<file path="src/rtl/sram_stream_pkg.sv">
// Shared types and helpers for the SRAM sample streamer.
// Latency: n/a (declarations only).
// Backpressure: n/a.
//
// Contents: FSM state encoding, strobe polarity constants, WAIT counter width.
package sram_stream_pkg;

   typedef enum logic [2:0] {
      ST_IDLE  = 3'd0,
      ST_ADDR  = 3'd1,
      ST_WAIT  = 3'd2,
      ST_LATCH = 3'd3,
      ST_DONE  = 3'd4
   } stream_state_e;

   // SRAM strobes are active-low.
   localparam logic STROBE_ACTIVE = 1'b0;
   localparam logic STROBE_IDLE   = 1'b1;

   // Width of a counter that must hold values 0..wait_cyc.
   function automatic int wait_cnt_w(input int wait_cyc);
      return (wait_cyc < 2) ? 1 : $clog2(wait_cyc + 1);
   endfunction

endpackage

</file>
<file path="src/rtl/sample_fifo.sv">
// Small synchronous FIFO holding fetched samples for the codec side.
// Latency: a push is visible at the head (pop_data/empty) the cycle after the write edge.
// Backpressure: full reported to the writer; push while full is dropped unless a pop frees the slot.
//
// Ports: Clk, reset (sync, active-high), push/push_data, pop, flush (empties in one cycle),
//        pop_data (head, registered storage, 0 when empty), full, empty, count.
module sample_fifo #(
   parameter int DATA_W     = 16,
   parameter int FIFO_DEPTH = 4
) (
   input  logic                            Clk,
   input  logic                            reset,
   input  logic                            push,
   input  logic [DATA_W-1:0]               push_data,
   input  logic                            pop,
   input  logic                            flush,
   output logic [DATA_W-1:0]               pop_data,
   output logic                            full,
   output logic                            empty,
   output logic [$clog2(FIFO_DEPTH):0]     count
);

   localparam int PTR_W = $clog2(FIFO_DEPTH);
   localparam int CNT_W = PTR_W + 1;

   logic [DATA_W-1:0] mem [FIFO_DEPTH];
   logic [PTR_W-1:0]  wr_ptr;
   logic [PTR_W-1:0]  rd_ptr;
   logic [CNT_W-1:0]  cnt;
   logic              do_push;
   logic              do_pop;

   assign empty   = (cnt == '0);
   assign full    = (cnt == CNT_W'(FIFO_DEPTH));
   assign count   = cnt;
   assign do_pop  = pop && !empty;
   // A pop in the same cycle frees the slot a full-FIFO push would need.
   assign do_push = push && (!full || do_pop);

   // Head comes straight from storage registers; forced to 0 when empty.
   assign pop_data = empty ? '0 : mem[rd_ptr];

   always_ff @(posedge Clk) begin
      if (do_push && !reset && !flush) begin
         mem[wr_ptr] <= push_data;
      end
   end

   always_ff @(posedge Clk) begin
      if (reset || flush) begin
         wr_ptr <= '0;
         rd_ptr <= '0;
         cnt    <= '0;
      end else begin
         if (do_push) wr_ptr <= wr_ptr + 1'b1;
         if (do_pop)  rd_ptr <= rd_ptr + 1'b1;
         case ({do_push, do_pop})
            2'b10:   cnt <= cnt + 1'b1;
            2'b01:   cnt <= cnt - 1'b1;
            default: cnt <= cnt;
         endcase
      end
   end

endmodule

</file>
<file path="src/rtl/sram_sample_streamer.sv">
// SRAM playback engine: reads a block of samples with WAIT_CYC wait states into an output FIFO.
// Latency: start -> first sample_valid after WAIT_CYC+3 cycles; one sample per WAIT_CYC+2 cycles sustained.
// Backpressure: sample_valid/sample_ready; fetching pauses (OE_N high) while the FIFO is full.
//
// Ports: Clk, reset (sync, active-high), start (pulse, idle only), stop (abort+flush, any state),
//        base_addr/num_samples (latched on start), SRAM_* strobes/address/data,
//        sample_data/sample_valid/sample_ready (FIFO head), busy, done (1-cycle pulse).
// Optional: define SRAM_STREAM_LOOP_EN to add input loop and output wrapped (block replays forever).
module sram_sample_streamer
   import sram_stream_pkg::*;
#(
   parameter int ADDR_W     = 20,
   parameter int DATA_W     = 16,
   parameter int WAIT_CYC   = 2,
   parameter int FIFO_DEPTH = 4
) (
   input  logic              Clk,
   input  logic              reset,
   input  logic              start,
   input  logic              stop,
`ifdef SRAM_STREAM_LOOP_EN
   input  logic              loop,
   output logic              wrapped,
`endif
   input  logic [ADDR_W-1:0] base_addr,
   input  logic [ADDR_W-1:0] num_samples,
   output logic              SRAM_CE_N,
   output logic              SRAM_UB_N,
   output logic              SRAM_LB_N,
   output logic              SRAM_OE_N,
   output logic              SRAM_WE_N,
   output logic [ADDR_W-1:0] SRAM_ADDR,
   input  logic [DATA_W-1:0] SRAM_DQ,
   output logic [DATA_W-1:0] sample_data,
   output logic              sample_valid,
   input  logic              sample_ready,
   output logic              busy,
   output logic              done
);

   localparam logic [2:0] IDLE  = 3'(ST_IDLE);
   localparam logic [2:0] ADDR  = 3'(ST_ADDR);
   localparam logic [2:0] WAIT  = 3'(ST_WAIT);
   localparam logic [2:0] LATCH = 3'(ST_LATCH);
   localparam logic [2:0] DONE  = 3'(ST_DONE);

   localparam int CNT_W = $clog2(FIFO_DEPTH) + 1;
   localparam int WC_W  = wait_cnt_w(WAIT_CYC);
   localparam logic [WC_W-1:0] WAIT_LAST = WC_W'(WAIT_CYC - 1);

   logic [2:0]        state;
   // Set while parked in IDLE waiting for FIFO space (initial start or mid-block hold).
   logic              pend;
   logic [ADDR_W-1:0] cur_addr;
   logic [ADDR_W-1:0] remaining;
   logic [ADDR_W-1:0] base_lat;
   logic [ADDR_W-1:0] len_lat;
   logic [WC_W-1:0]   wait_cnt;

   logic              fifo_push;
   logic              fifo_pop;
   logic              fifo_full;
   logic              fifo_empty;
   logic [CNT_W-1:0]  fifo_count;
   logic              fetching;
   logic              last_word;
   logic              latch_space;
   logic              reload;

`ifdef SRAM_STREAM_LOOP_EN
   assign reload = loop;
`else
   assign reload = 1'b0;
`endif

   assign fetching  = (state == ADDR) || (state == WAIT) || (state == LATCH);
   assign last_word = (remaining == ADDR_W'(1));

   assign fifo_push = (state == LATCH);
   assign fifo_pop  = sample_valid && sample_ready;

   // Room for another fetch once this LATCH write and any same-cycle pop settle.
   // count >= pop here, so the subtraction cannot underflow.
   assign latch_space = (fifo_count - CNT_W'(fifo_pop)) < CNT_W'(FIFO_DEPTH - 1);

   always_ff @(posedge Clk) begin
      if (reset) begin
         state     <= IDLE;
         pend      <= 1'b0;
         cur_addr  <= '0;
         remaining <= '0;
         base_lat  <= '0;
         len_lat   <= '0;
         wait_cnt  <= '0;
      end else if (stop) begin
         state <= IDLE;
         pend  <= 1'b0;
      end else begin
         case (state)
            IDLE: begin
               if (pend) begin
                  if (!fifo_full) begin
                     state <= ADDR;
                     pend  <= 1'b0;
                  end
               end else if (start) begin
                  cur_addr  <= base_addr;
                  remaining <= num_samples;
                  base_lat  <= base_addr;
                  len_lat   <= num_samples;
                  if (num_samples == '0) begin
                     state <= DONE;
                  end else if (!fifo_full) begin
                     state <= ADDR;
                  end else begin
                     pend <= 1'b1;
                  end
               end
            end
            ADDR: begin
               state    <= WAIT;
               wait_cnt <= '0;
            end
            WAIT: begin
               if (wait_cnt == WAIT_LAST) begin
                  state <= LATCH;
               end else begin
                  wait_cnt <= wait_cnt + 1'b1;
               end
            end
            LATCH: begin
               if (last_word && !reload) begin
                  cur_addr  <= cur_addr + 1'b1;
                  remaining <= '0;
                  state     <= DONE;
               end else begin
                  if (last_word) begin
                     cur_addr  <= base_lat;
                     remaining <= len_lat;
                  end else begin
                     cur_addr  <= cur_addr + 1'b1;
                     remaining <= remaining - 1'b1;
                  end
                  if (latch_space) begin
                     state <= ADDR;
                  end else begin
                     state <= IDLE;
                     pend  <= 1'b1;
                  end
               end
            end
            DONE:    state <= IDLE;
            default: state <= IDLE;
         endcase
      end
   end

`ifdef SRAM_STREAM_LOOP_EN
   logic wrap_pulse;

   always_ff @(posedge Clk) begin
      if (reset || stop) begin
         wrap_pulse <= 1'b0;
      end else begin
         wrap_pulse <= (state == LATCH) && last_word && loop;
      end
   end

   assign wrapped = wrap_pulse;
`endif

   sample_fifo #(
      .DATA_W     (DATA_W),
      .FIFO_DEPTH (FIFO_DEPTH)
   ) u_fifo (
      .Clk       (Clk),
      .reset     (reset),
      .push      (fifo_push),
      .push_data (SRAM_DQ),
      .pop       (fifo_pop),
      .flush     (stop),
      .pop_data  (sample_data),
      .full      (fifo_full),
      .empty     (fifo_empty),
      .count     (fifo_count)
   );

   assign sample_valid = !fifo_empty;
   assign busy         = (state != IDLE) || pend;
   assign done         = (state == DONE);

   assign SRAM_ADDR = cur_addr;
   assign SRAM_OE_N = fetching ? STROBE_ACTIVE : STROBE_IDLE;
   assign SRAM_CE_N = busy ? STROBE_ACTIVE : STROBE_IDLE;
   assign SRAM_WE_N = STROBE_IDLE;
   assign SRAM_UB_N = STROBE_ACTIVE;
   assign SRAM_LB_N = STROBE_ACTIVE;

endmodule

</file>
<file path="config.mk">
export PLATFORM = sky130hd
export DESIGN_NAME = sram_sample_streamer
export DESIGN_NICKNAME = d
export VERILOG_FILES = /design/src/rtl/sram_stream_pkg.sv /design/src/rtl/sample_fifo.sv /design/src/rtl/sram_sample_streamer.sv
export SDC_FILE = /design/constraint.sdc
export NUM_CORES = 1
export LEC_CHECK = 0
export CAP_MARGIN = 20
export CORE_UTILIZATION = 54
export DETAILED_ROUTE_END_ITERATION = 10
export PLACE_DENSITY = 0.86
export REMOVE_ABC_BUFFERS = 1
export SYNTH_ARGS = -nofsm -noshare
export SYNTH_HDL_FRONTEND = slang
export SYNTH_HIERARCHICAL = 1
export SYNTH_SLANG_ARGS = --single-unit
</file>
<file path="constraint.sdc">
create_clock -name Clk -period 3.15 [get_ports Clk]
set_clock_uncertainty 0.2 [all_clocks]
set_input_delay 0.4725 -clock Clk [delete_from_list [all_inputs] [get_ports Clk]]
set_output_delay 0.4725 -clock Clk [all_outputs]
set_load 0.05 [all_outputs]
</file>
==> results.py <==
metrics = {
    "routing": {
        "wl_per_cell_um": 18.08,
        "first_pass_iters": 5,
        "drtIter0Drc": 376,
        "route.vias.total": 5086,
        "wl_um": 14810,
        "ant_nets": 0,
        "viasPerCell": 6.210,
        "drc": 0,
    },
    "placed_design": {
        "placed_area_sq_um": 7192,
        "io_buffer_count": 101,
        "dp_cells": 788,
        "gp_congestion": 0.8913,
        "hpwl_um": 9511,
    },
    "global_route": {
        "use_met1_pct": 31.96,
        "grt_max_degree": 56,
        "grt_use_total_pct": 25.80,
        "grt_pass1_wl_um": 23380,
        "grt_most_used_layer": "met2",
        "grt_util_met2_pct": 44.62,
        "antenna_found_initial": 0,
        "grt_pass1_vias": 4829,
        "grt-ovfl-total": 0,
        "grtUsageMet3_pct": 5.380,
    },
    "critical_path": {
        "cp.required_ns": 2.48,
        "cp.arrival_ns": 2.24,
        "cp-end-kind": "output pin",
        "crit_path_max_fanout": 10,
        "max_stage_delay_ns": 0.81,
        "crit_type": "reg2out",
        "start_kind": "register",
        "cpMaxStageDelayCell": "clkdlybuf4s50_1",
        "path_cells": "nor3_1 > nand2b_1 > inv_1 > clkdlybuf4s50_1",
    },
    "floorplanning": {
        "rows": 38,
        "die-height_um": 108.8,
        "core_sq_um": 10980,
        "die_w_um": 108.8,
        "start_util_pct": 56.12,
        "io_pins": 105,
        "die-area_sq_um": 11850,
    },
    "yosys": {
        "syn_area_per_cell_sq_um": 10.66,
        "netlist_instances": 578,
        "syn_area_sq_um": 6163,
        "ys_warn_count": 6,
        "synth_cell_types": 71,
        "async_flop_share_pct": 0,
        "synth-edff-count": 64,
        "ys_seq_elements": 119,
        "synth-seq-area-share_pct": 49.05,
        "synthFlopType": "edfxtp_1",
    },
    "timing": {
        "setup_viol": 0,
        "setup_tns_ns": 0,
        "rsz0062_at_grt": "false",
        "max_freq_ghz": 0.3431,
        "tightest_slew_ns": 0.7874,
        "finalCritPeriodShare_pct": 92.53,
        "finalMaxSlewViolations": 0,
        "final_hold_viol_count": 0,
        "relSlewSlack_pct": 47.43,
        "finalCriticalPeriod_ns": 2.915,
    },
    "cells_and_area": {
        "diodes": 0,
        "areaGrowthSynthToFinish_pct": 25.40,
        "final_area_sq_um": 7729,
        "final_nets": 739,
        "drive_gt1_share_pct": 13.99,
        "final_cells": 819,
    },
    "clock_tree": {
        "cts_made_buffers": 17,
        "htreeDepth": 4,
        "clk_pin_slew_ns": 0.05,
        "cts_resized": 0,
        "cts_tree": "built",
        "cts_buffer_depth": 2,
        "clock-sinks": 119,
        "clock_latency_ns": 0.41,
        "cts_root_buf": "clkbuf_16",
        "cts_setup_buffers": 0,
        "ctsHoldBuffers": 0,
    },
    "pwr": {
        "p_per_area_nw_per_um2": 510.7,
        "fin_total_pwr_uw": 3947,
        "ir_worst_vdd_v": 0.0003282,
        "p_leak_uw": 0.002724,
    },
    "outcome": {
        "status": "finished, final reports clean",
    },
    "min_path": {
        "worstHoldPathType": "reg2reg",
    },
    "flow_run": {
        "cap_violations": 0,
    },
}
final cells by class:
class / count / area (sq um)
Clock buffer: 18 / 429.2
Clock inverter: 13 / 107.6
Fill cell: 767 / 3254
Inverter: 23 / 86.33
Multi-Input combinational cell: 391 / 2819
Sequential cell: 119 / 3023
Tap cell: 140 / 175.2
Timing Repair Buffer: 115 / 1089
per-stage QoR:
stage	setup WS (ns)	hold WS (ns)	util, %
6_report	0.2354	0.2871	70.37
4_1_cts	0.2345	0.2853	70.37
5_1_grt	0.1425	0.3179	70.37
3_5_place_dp	0.4327	0.2771	65.48
2_1_floorplan	-0.8392	0.2526	-
3_3_place_gp	0.5106	0.2662	65.48
cells in the mapped netlist, types with 5 or more instances:
cell type	instances	area share (%)
nor2_1	35	2.1
nand4_1	7	0.71
a211oi_1	11	1.3
nand2_1	36	2.2
a31oi_1	6	0.61
nand2b_1	6	0.61
nor2b_4	10	2.2
ha_1	10	2.0
nand3_1	12	0.97
mux4_1	6	2.6
and3_1	8	0.81
edfxtp_1	64	31
a21oi_1	44	3.6
buf_2	15	1.2
mux4_2	10	3.7
or3_1	8	0.81
o21ai_0	33	2.7
and2b_1	5	0.61
nor3_1	20	1.6
nor4_1	12	1.2
clkbuf_1	22	1.3
dfxtp_1	55	18
a32oi_1	7	0.99
o32ai_1	8	1.1
inv_1	22	1.3
xor2_1	5	0.71
nor2b_1	5	0.51
and2_1	11	1.1
power by group:
group,switching [uW],internal [uW]
combinational,280,197
clock,682,1070
sequential,47.8,1670
total,1010,2940
worst max-delay path: cells and delay by family (launching register included):
| kind | cells | cell delay [ns] |
|---|---|---|
| buf+inv | 2 | 0.91 |
| flops | 1 | 0.40 |
| simple gates | 2 | 0.51 |
path summary, 6_finish.rpt:
check / startpoint / endpoint / slack [ns] / depth (start not counted)
worst max-delay path: state[1] / SRAM_CE_N / 0.24 / 4
worst min-delay path: remaining[14] / remaining[14] / 0.29 / 2
worst max register to register: remaining[15] / remaining[1] / 0.54 / 6
worst min register to register: remaining[14] / remaining[14] / 0.29 / 2
cell usage in the layout, fill, tap and decap left out, drive strengths merged, types with 7 or more instances in the layout:
master          n
nand2          37
and2           11
edfxtp         64
buf            30
a32oi           7
mux4           16
o21ai          34
o32ai           8
nor2b          15
or3             8
nand3          12
nand4           7
inv            24
dfxtp          55
nor2           35
a21oi          44
ha             10
a211oi         11
clkbuf         18
clkinv          8
nor3           23
nor4           12
clkdlybuf4s50  85
and3            8
logic make-up (layout without fill, tap and decap cells):
family / count (synthesis) / in the layout / synth area share (%)
buffers and inverters: 69 / 169 / 5.440
muxes: 19 / 19 / 6.699
AOI/OAI and AO/OA: 147 / 147 / 15.63
adders and majority gates: 11 / 11 / 2.355
other: 2 / 3 / 0.1218
and+or+nand+nor: 205 / 205 / 19.85
xor gates and xnor gates: 6 / 6 / 0.8526
DFF: 119 / 119 / 49.05
sequential cells by signal (all words and copies together), names as in the netlist, named ones only:
name / count
remaining: 20
SRAM_ADDR: 20
u_fifo/mem: 64
wait_cnt: 2
state: 3
u_fifo/count: 3
u_fifo/rd_ptr: 2
pend: 1
u_fifo/wr_ptr: 2
metal layers:
metal	vias to the layer above	wire, um
met3	31	1130
met2	248	7323
met5	-	0
met1	2439	6094
li1	2368	-
met4	0	257
No activity file was read; power rests on OpenSTA's default activity.
